File: src/rtl/mul_pkg.sv
// mul_pkg: operation encodings, pipeline depth limits and operand signedness helpers for pipelined_mul.
package mul_pkg;
  typedef enum logic [1:0] {
    MUL    = 2'b00,
    MULH   = 2'b01,
    MULHSU = 2'b10,
    MULHU  = 2'b11
  } op_e;
  localparam int STAGES_MIN = 2;
  localparam int STAGES_MAX = 4;
  function automatic logic src1_signed(input op_e op);
    return op != MULHU;
  endfunction
  function automatic logic src2_signed(input op_e op);
    return op == MUL || op == MULH;
  endfunction
endpackage

File: src/rtl/mul_pp8.sv
// mul_pp8: combinational 8x8 unsigned partial-product multiplier.
module mul_pp8 (
  input  logic [7:0]  a,
  input  logic [7:0]  b,
  output logic [15:0] p
);
  assign p = 16'(a) * 16'(b);
endmodule

File: src/rtl/pipelined_mul.sv
// pipelined_mul: STAGES-deep signed/unsigned multiplier with valid/ready flow control and flush.
module pipelined_mul
  import mul_pkg::*;
#(
  parameter int WIDTH  = 32,
  parameter int STAGES = 3,
  parameter int TAG_W  = 5
) (
  input  logic               clk,
  input  logic               rst_n,
  input  logic               in_valid,
  output logic               in_ready,
  input  logic [WIDTH-1:0]   src1,
  input  logic [WIDTH-1:0]   src2,
  input  logic [1:0]         op,
  input  logic [TAG_W-1:0]   in_tag,
  input  logic               flush,
  output logic               out_valid,
  input  logic               out_ready,
  output logic [WIDTH-1:0]   result,
  output logic [2*WIDTH-1:0] product,
  output logic [TAG_W-1:0]   out_tag
);
  localparam int N    = WIDTH / 8;
  localparam int NT   = N * N;
  localparam int PW   = 2 * WIDTH;
  localparam int LAST = STAGES - 1;
  logic [STAGES-1:0] v;
  op_e               op_q  [STAGES];
  logic              neg_q [STAGES];
  logic [TAG_W-1:0]  tag_q [STAGES];
  logic              advance;
  logic              sign1, sign2;
  logic [WIDTH-1:0]  mag1, mag2;
  logic [NT*16-1:0]  pp_d, pp_q;
  logic [PW-1:0]     product_q;
  // Carry-save accumulate partial products lo..hi-1 onto {s_in, c_in}; returns {sum, carry}.
  function automatic logic [2*PW-1:0] csa(input logic [NT*16-1:0] pp, input int lo, input int hi,
                                          input logic [PW-1:0] s_in, input logic [PW-1:0] c_in);
    logic [PW-1:0] s, c, t, s_n;
    s = s_in;
    c = c_in;
    for (int k = 0; k < NT; k++) begin
      if (k >= lo && k < hi) begin
        t   = PW'(pp[k*16 +: 16]) << (8 * (k / N + k % N));
        s_n = s ^ c ^ t;
        c   = ((s & c) | (s & t) | (c & t)) << 1;
        s   = s_n;
      end
    end
    return {s, c};
  endfunction
  function automatic logic [PW-1:0] fin(input logic [2*PW-1:0] sc, input logic neg);
    logic [PW-1:0] m;
    m = sc[2*PW-1:PW] + sc[PW-1:0];
    return neg ? -m : m;
  endfunction
  assign advance   = !out_valid || out_ready;
  assign in_ready  = advance;
  assign out_valid = v[LAST];
  assign sign1     = src1_signed(op_e'(op)) & src1[WIDTH-1];
  assign sign2     = src2_signed(op_e'(op)) & src2[WIDTH-1];
  assign mag1      = sign1 ? -src1 : src1;
  assign mag2      = sign2 ? -src2 : src2;
  for (genvar i = 0; i < N; i++) begin : g_row
    for (genvar j = 0; j < N; j++) begin : g_col
      mul_pp8 u_pp (
        .a(mag1[8*i +: 8]),
        .b(mag2[8*j +: 8]),
        .p(pp_d[16*(i*N+j) +: 16])
      );
    end
  end
  always_ff @(posedge clk or negedge rst_n)
    if (!rst_n) v <= '0;
    else if (flush) v <= '0;
    else if (advance) v <= {v[STAGES-2:0], in_valid};
  always_ff @(posedge clk)
    if (advance) begin
      op_q[0]  <= op_e'(op);
      neg_q[0] <= sign1 ^ sign2;
      tag_q[0] <= in_tag;
      pp_q     <= pp_d;
      for (int k = 1; k < STAGES; k++) begin
        op_q[k]  <= op_q[k-1];
        neg_q[k] <= neg_q[k-1];
        tag_q[k] <= tag_q[k-1];
      end
    end
  // Reduction is spread over whatever middle stages the chosen depth provides.
  if (STAGES == STAGES_MIN) begin : g_s2
    always_ff @(posedge clk)
      if (advance) product_q <= fin(csa(pp_q, 0, NT, '0, '0), neg_q[0]);
  end else if (STAGES < STAGES_MAX) begin : g_s3
    logic [2*PW-1:0] sc_q;
    always_ff @(posedge clk)
      if (advance) begin
        sc_q      <= csa(pp_q, 0, NT, '0, '0);
        product_q <= fin(sc_q, neg_q[1]);
      end
  end else begin : g_s4
    logic [2*PW-1:0]  sc1_q, sc2_q;
    logic [NT*16-1:0] pp2_q;
    always_ff @(posedge clk)
      if (advance) begin
        sc1_q     <= csa(pp_q, 0, NT / 2, '0, '0);
        pp2_q     <= pp_q;
        sc2_q     <= csa(pp2_q, NT / 2, NT, sc1_q[2*PW-1:PW], sc1_q[PW-1:0]);
        product_q <= fin(sc2_q, neg_q[2]);
      end
  end
  assign product = product_q;
  assign result  = op_q[LAST] == MUL ? product_q[WIDTH-1:0] : product_q[PW-1:WIDTH];
  assign out_tag = tag_q[LAST];
endmodule

File: config.mk
export PLATFORM = sky130hd
export DESIGN_NAME = pipelined_mul
export DESIGN_NICKNAME = d
export VERILOG_FILES = /design/src/rtl/mul_pkg.sv /design/src/rtl/mul_pp8.sv /design/src/rtl/pipelined_mul.sv
export SDC_FILE = /design/constraint.sdc
export NUM_CORES = 2
export LEC_CHECK = 0
export CAP_MARGIN = 20
export CORE_ASPECT_RATIO = 1.25
export CORE_MARGIN = 1
export CORE_UTILIZATION = 55
export DETAILED_ROUTE_END_ITERATION = 6
export GPL_ROUTABILITY_DRIVEN = 0
export PLACE_DENSITY = 0.79
export SLEW_MARGIN = 40
export SYNTH_ARGS = -nofsm -noshare
export SYNTH_HDL_FRONTEND = slang
export SYNTH_HIERARCHICAL = 1
export SYNTH_SLANG_ARGS = --single-unit
File: constraint.sdc
create_clock -name clk -period 16.35 [get_ports clk]
set_input_delay 2.4525 -clock clk [delete_from_list [all_inputs] [get_ports clk]]
set_output_delay 2.4525 -clock clk [all_outputs]
set_load 0.05 [all_outputs]
* Word-level counts from Yosys, hierarchy flattened
Memories as Yosys holds them, arrays and structs flattened.
Cells that the tools add are included.
** Operators by class
- $add $sub $neg :: 4
- Multiply operators :: 16
- Equal/unequal tests :: 2
- Muxes and demuxes :: 38
- Bitwise operators :: 108
- Reductions and logical operators :: 6
** Operators with widths (number)
- 64-bit two-way mux :: 31
- 63-bit OR :: 30
- 63-bit AND :: 17
- 64-bit bitwise XOR :: 16
- 63-bit by 40-bit AND with 63-bit output :: 8
- 63-bit by 32-bit AND with 63-bit output :: 6
- 63-bit by 48-bit AND with 63-bit output :: 6
- 8-bit by 8-bit multiplier with 16-bit output :: 16
- 64-bit by 40-bit bitwise XOR with 64-bit output :: 4
- 63-bit by 24-bit AND with 63-bit output :: 4
- 63-bit by 56-bit AND with 63-bit output :: 4
- 64-bit by 32-bit bitwise XOR with 64-bit output :: 3
- 64-bit by 48-bit bitwise XOR with 64-bit output :: 3
- 64-bit by 24-bit bitwise XOR with 64-bit output :: 2
- 64-bit by 56-bit bitwise XOR with 64-bit output :: 2
- 32-bit two-way mux :: 3
- 64-bit adder :: 1
- 32-bit negator :: 2
- 64-bit negator :: 1
- 3-bit two-way mux :: 2
- 2-bit zero test :: 2
- 1-bit AND :: 2
- 2-bit by 1-bit equality test with 1-bit output, second input constant :: 1
- 1-bit logical OR :: 2
- other kinds (5) :: 6
** Storage, ports and cells
- Bits in registers :: 450
- Bits in writable memories :: 24
- Input bits :: 76
- Output and inout port bits :: 103
- Logic and storage cells :: 181
- Memories :: 3
** Memory list
- tag_q :: depth 3, width 5, read ports 3, clocked after Yosys merged registers in 0, write ports 3, RTL line pipelined_mul.sv:31 : logic [TAG_W-1:0] tag_q [STAGES];
- op_q :: depth 3, width 2, read ports 3, clocked after Yosys merged registers in 0, write ports 3, RTL line pipelined_mul.sv:29 : op_e op_q [STAGES];
- neg_q :: depth 3, width 1, read ports 2, clocked after Yosys merged registers in 0, write ports 3, RTL line pipelined_mul.sv:30 : logic neg_q [STAGES];

* Logic depth before layout (Yosys ltp)
- Depth in word-level cells :: 62
- Depth in mapped cells :: 26
- Gate-level depth less buffers :: 26

* By module
The synthesis kept the hierarchy.
** By module, submodules not included
- pipelined_mul :: instances 1, cells each 1981, area an instance 26570.5 µm², seq. area each 13437.9 µm²
- mul_pp8 (g_row[0].g_col[0].u_pp ...) :: instances 11, cells each 243, area an instance 2114.5 µm², seq. area each 0.0 µm²
- mul_pp8 (g_row[3].g_col[0].u_pp ...) :: instances 2, cells each 243, area an instance 2113.3 µm², seq. area each 0.0 µm²
- mul_pp8 (g_row[3].g_col[3].u_pp) :: instances 1, cells each 259, area an instance 2215.9 µm², seq. area each 0.0 µm²
- mul_pp8 (g_row[2].g_col[3].u_pp) :: instances 1, cells each 248, area an instance 2157.1 µm², seq. area each 0.0 µm²
- mul_pp8 (g_row[3].g_col[2].u_pp) :: instances 1, cells each 243, area an instance 2125.8 µm², seq. area each 0.0 µm²

* Worst setup path before layout
Ideal clock, no wire load.
- Kind :: input -> output
- Start point :: input out_ready
- End point :: output in_ready
- Data arrival time :: 11.427 ns
- Data required time :: 13.897 ns
- Slack :: 2.470 ns
- Stages on the path :: 2
- Buffers on the path :: 0
- Cells stage by stage :: nor2b_1 inv_1
** Between the ends
- Cells in the longest elaborated chain, start to end :: 1
** Ends and longest elaborated chain
- start: declaration :: RTL line pipelined_mul.sv:19 : input logic out_ready,
- 1-bit logical OR :: RTL line pipelined_mul.sv:58 : assign advance = !out_valid || out_ready;
- end: declaration :: RTL line pipelined_mul.sv:12 : output logic in_ready,
Every way passes these cells.

* Worst setup path after layout
- Start point :: input src1[4]
- End point :: register pp_q[206], data pin
** Between the ends
- Cells in the longest elaborated chain, start to end :: 3
** Ends and longest elaborated chain
- start: declaration :: RTL line pipelined_mul.sv:13 : input logic [WIDTH-1:0] src1,
- 32-bit negator :: RTL line pipelined_mul.sv:63 : assign mag1 = sign1 ? -src1 : src1;
- 32-bit two-way mux :: RTL line pipelined_mul.sv:63
- net mag1[29] :: RTL line pipelined_mul.sv:34 : logic [WIDTH-1:0] mag1, mag2;
- 8-bit by 8-bit multiplier with 16-bit output :: RTL line mul_pp8.sv:7 : assign p = 16'(a) * 16'(b);
- net pp_d[206] :: RTL line pipelined_mul.sv:35 : logic [NT*16-1:0] pp_d, pp_q;
- end signal: assignment :: RTL line pipelined_mul.sv:83 : pp_q <= pp_d;
- end: declaration :: RTL line pipelined_mul.sv:35
The timed path passes the listed nets, and every way through them passes these cells.
A chain may end at the register's enable or synchronous reset.

==> impl_metrics.csv <==
group,metric,value,unit
timing,hold_violations,0,
synth,synth_top_cell_by_area,"fa_1",
clock_network,cts_sinks,448,
synth,synth-main-ff-cell,"edfxtp_1",
synth,synth_area_leaders,"fa_1 (24%), edfxtp_1 (22%), ha_1 (18%), and2_1 (7.9%), inv_1 (6.8%)",
drt,vias,43290,
floorplan,coreArea,0.1088,sq mm
hold_path,holdPathStages,0,
timing,setup_viol,0,
worst_setup_path,start_kind,"input port",
floorplan,dieHeight,373.0,microns
global_routing,grt_pass1_wl,230.9,mm
hold_path,min_to,"g_s3.sc_q[124]",
floorplan,die_area,0.1114,sq mm
timing,max_freq,103.4,MHz
clock_network,cts_buffers,51,
synth,synth_cells,5890,
layout,synthToLayoutAreaGrowth,10.74,%
clock_network,cts_resized,0,
synth,synth_cell_type_count,94,
layout,layout_common_cells,"inv_1 (1100), ha_1 (890), and2_1 (764)",
timing,slew-limit-headroom,0.4386,
drt,viasPerCell,5.662,
layout,stdcell_count,7646,
drt,first_pass_iters,7,
drt,drtIter0Drc,2477,
global_routing,overflow,0,
global_routing,grt_pass1_vias,45590,
timing,final.min_clock_period,9667,ps
floorplan,die_x,298.8,microns
layout,final_core_util,0.6165,
placement,dp_cells,7550,
hold_path,hold_path.class,"reg -> reg",
synth,yosysWarnings,6,
layout,nFillCells,8670,
worst_setup_path,endpoint_kind,"register",
worst_setup_path,reg2reg_from,"pp_q[46]",
worst_setup_path,crit_start,"src1[4]",
timing,slew_viol_final,0,
worst_setup_path,crit_type,"in -> reg",
global_routing,track_usage,0.2576,
worst_setup_path,reg2reg_depth,17,
global_routing,grt_use_met3,0.03056,
worst_setup_path,r2r_slack,10320,ps
global_routing,grt_busiest_layer,"met2",
floorplan,rows,135,
hold_path,hp-start,"pp_q[252]",
timing,tightest_slew,842.1,ps
drt,totalWireLength,141.7,mm
run_status,status,"finished, final reports clean",
drt,post_drt_wl_per_cell,18.53,microns
timing,fin_tns_setup,0,ps
layout,drive_above_1_share,0.06009,
floorplan,io_pins,179,
clock_network,holdBufCountCts,0,
clock_network,htree_num_levels,2,
timing,rsz0062_at_grt,"false",
synth,ys_ff_latch,448,
clock_network,cts_tree,"built",
clock_network,clk_latency,640,ps
worst_setup_path,arrival,10040,ps
global_routing,antenna_found_initial,4,
synth,syn_area,0.06056,sq mm
global_routing,grt_max_degree,80,
synth,syn-num-nets,7587,
clock_network,post_cts_buffers,0,
global_routing,gr-usage-met1,0.3115,
placement,hpwlAfterDp,109.6,mm
clock_network,root_buffer,"clkbuf_16",
synth,synth_top_area_frac,0.2417,
drt,post-route-drc-count,0,
worst_setup_path,crit_fanout,32,
timing,clock_skew,18.91,ps
synth,postSynth.asyncResetShare,0.006696,
layout,final_common_cell,"inv_1",
drt,ant_nets,0,
worst_setup_path,r2r_end,"g_s3.sc_q[96]",
synth,syn-mean-instance-area,10.28,sq um
clock_network,clockBufferDepth,3,
floorplan,initial_core_util,0.5567,
timing,min_period_over_period,0.5913,
layout,finalNetCount,7862,
synth,synth-seq-area-share,0.2219,
clock_network,clkTransAtPathRegs,60,ps
placement,io_buffers,178,
synth,synth_edf_count,445,
worst_setup_path,required,16720,ps
global_routing,met2_usage,0.4573,
flow_run,maxCapViolCount,0,
worst max-delay path by stage:
stage	end	slack [ps]	cells past startpoint
finish	pp_q[206]	6680	25
global route	pp_q[254]	6250	26
CTS	pp_q[254]	6780	26
detailed placement	pp_q[254]	6100	26
global placement	pp_q[222]	6130	25
floorplan	in_ready	2470	2
critical path, cell delays in order:
cell and delay (ps):
clkdlybuf4s50_1 480, or4_1 620, nor4_1 280, nand2b_1 130
nor3_1 200, and3b_1 250, nor3b_1 410, nand2_1 160
or4_1 480, o41ai_1 490, xnor2_2 170, buf_4 400
and2_1 230, fa_1 410, fa_1 480, fa_1 550
inv_1 60, fa_1 530, inv_1 40, ha_1 360
a21oi_1 240, o21ai_2 110, nor4_1 210, a21oi_1 130
xor2_1 150
routing by layer:
layer | vias up | wire [microns]
li1 | 19870 | -
met3 | 317 | 7512
met5 | - | 0
met1 | 21730 | 56170
met4 | 0 | 6774
met2 | 1376 | 71230
cells by family after synthesis:
logic type,after synthesis,share of synthesized area
adder cells (fa/ha/maj),1621,0.4256
multiplexers,36,0.006612
AND/OR/NAND/NOR,1686,0.1533
flip-flops,448,0.2219
AO/OA/AOI/OAI,643,0.07519
XOR/XNOR,321,0.04643
buffers and inverters,1135,0.07104
registers in the layout, indices dropped and copies added (netlist names):
name,cells
pp_q,256
product,64
neg_q,2
g_s3.sc_q,102
v,3
tag_q,15
op_q,6
cell usage after synthesis (15+ instances only):
cell type  count
and3_1        49
o211ai_2      15
o2111ai_1     15
o31ai_1       29
a211o_1       29
o311ai_0      18
nand2b_1      17
o21ai_0       95
ha_1         890
a21o_1        51
o21a_1        64
xnor2_1      204
edfxtp_1     445
fa_1         731
and2_1       764
nor4_1        28
mux2_2        32
nor3_1        54
nand3_1       37
or4_1         19
a31oi_1       18
clkbuf_1      25
a21oi_1      173
nor2b_4       15
nand2_1      451
inv_1       1101
xor2_1       117
nor2_1       158
cell type report:
| class | instances | area [sq um] | share of cell area |
|---|---|---|---|
| repair buffers | 256 | 2507 | 0.03739 |
| clock buffers | 64 | 1325 | 0.01976 |
| multi-input cells | 4307 | 43410 | 0.6473 |
| well taps | 1438 | 1799 | 0.02683 |
| inverters | 1101 | 4140 | 0.06174 |
| flip-flops and latches | 448 | 13440 | 0.2004 |
| clock inverters | 31 | 442.9 | 0.006605 |
| diodes | 1 | 2.502 | 0.00003731 |
metrics by stage:
stage | setup slack [ps] | cell area (sq um) | hold slack, ps
final | 6683 | 67060 | 415.6
after floorplan | 2470 | 60560 | 400.3
after CTS | 6780 | 67060 | 418.2
after global routing | 6248 | 67060 | 421.0
after detailed placement | 6101 | 65290 | 404.5
after global placement | 6131 | 65060 | 400.7
Power is not shown: default switching activity piles up to over one toggle a cycle in this logic, so the estimate is an artifact.
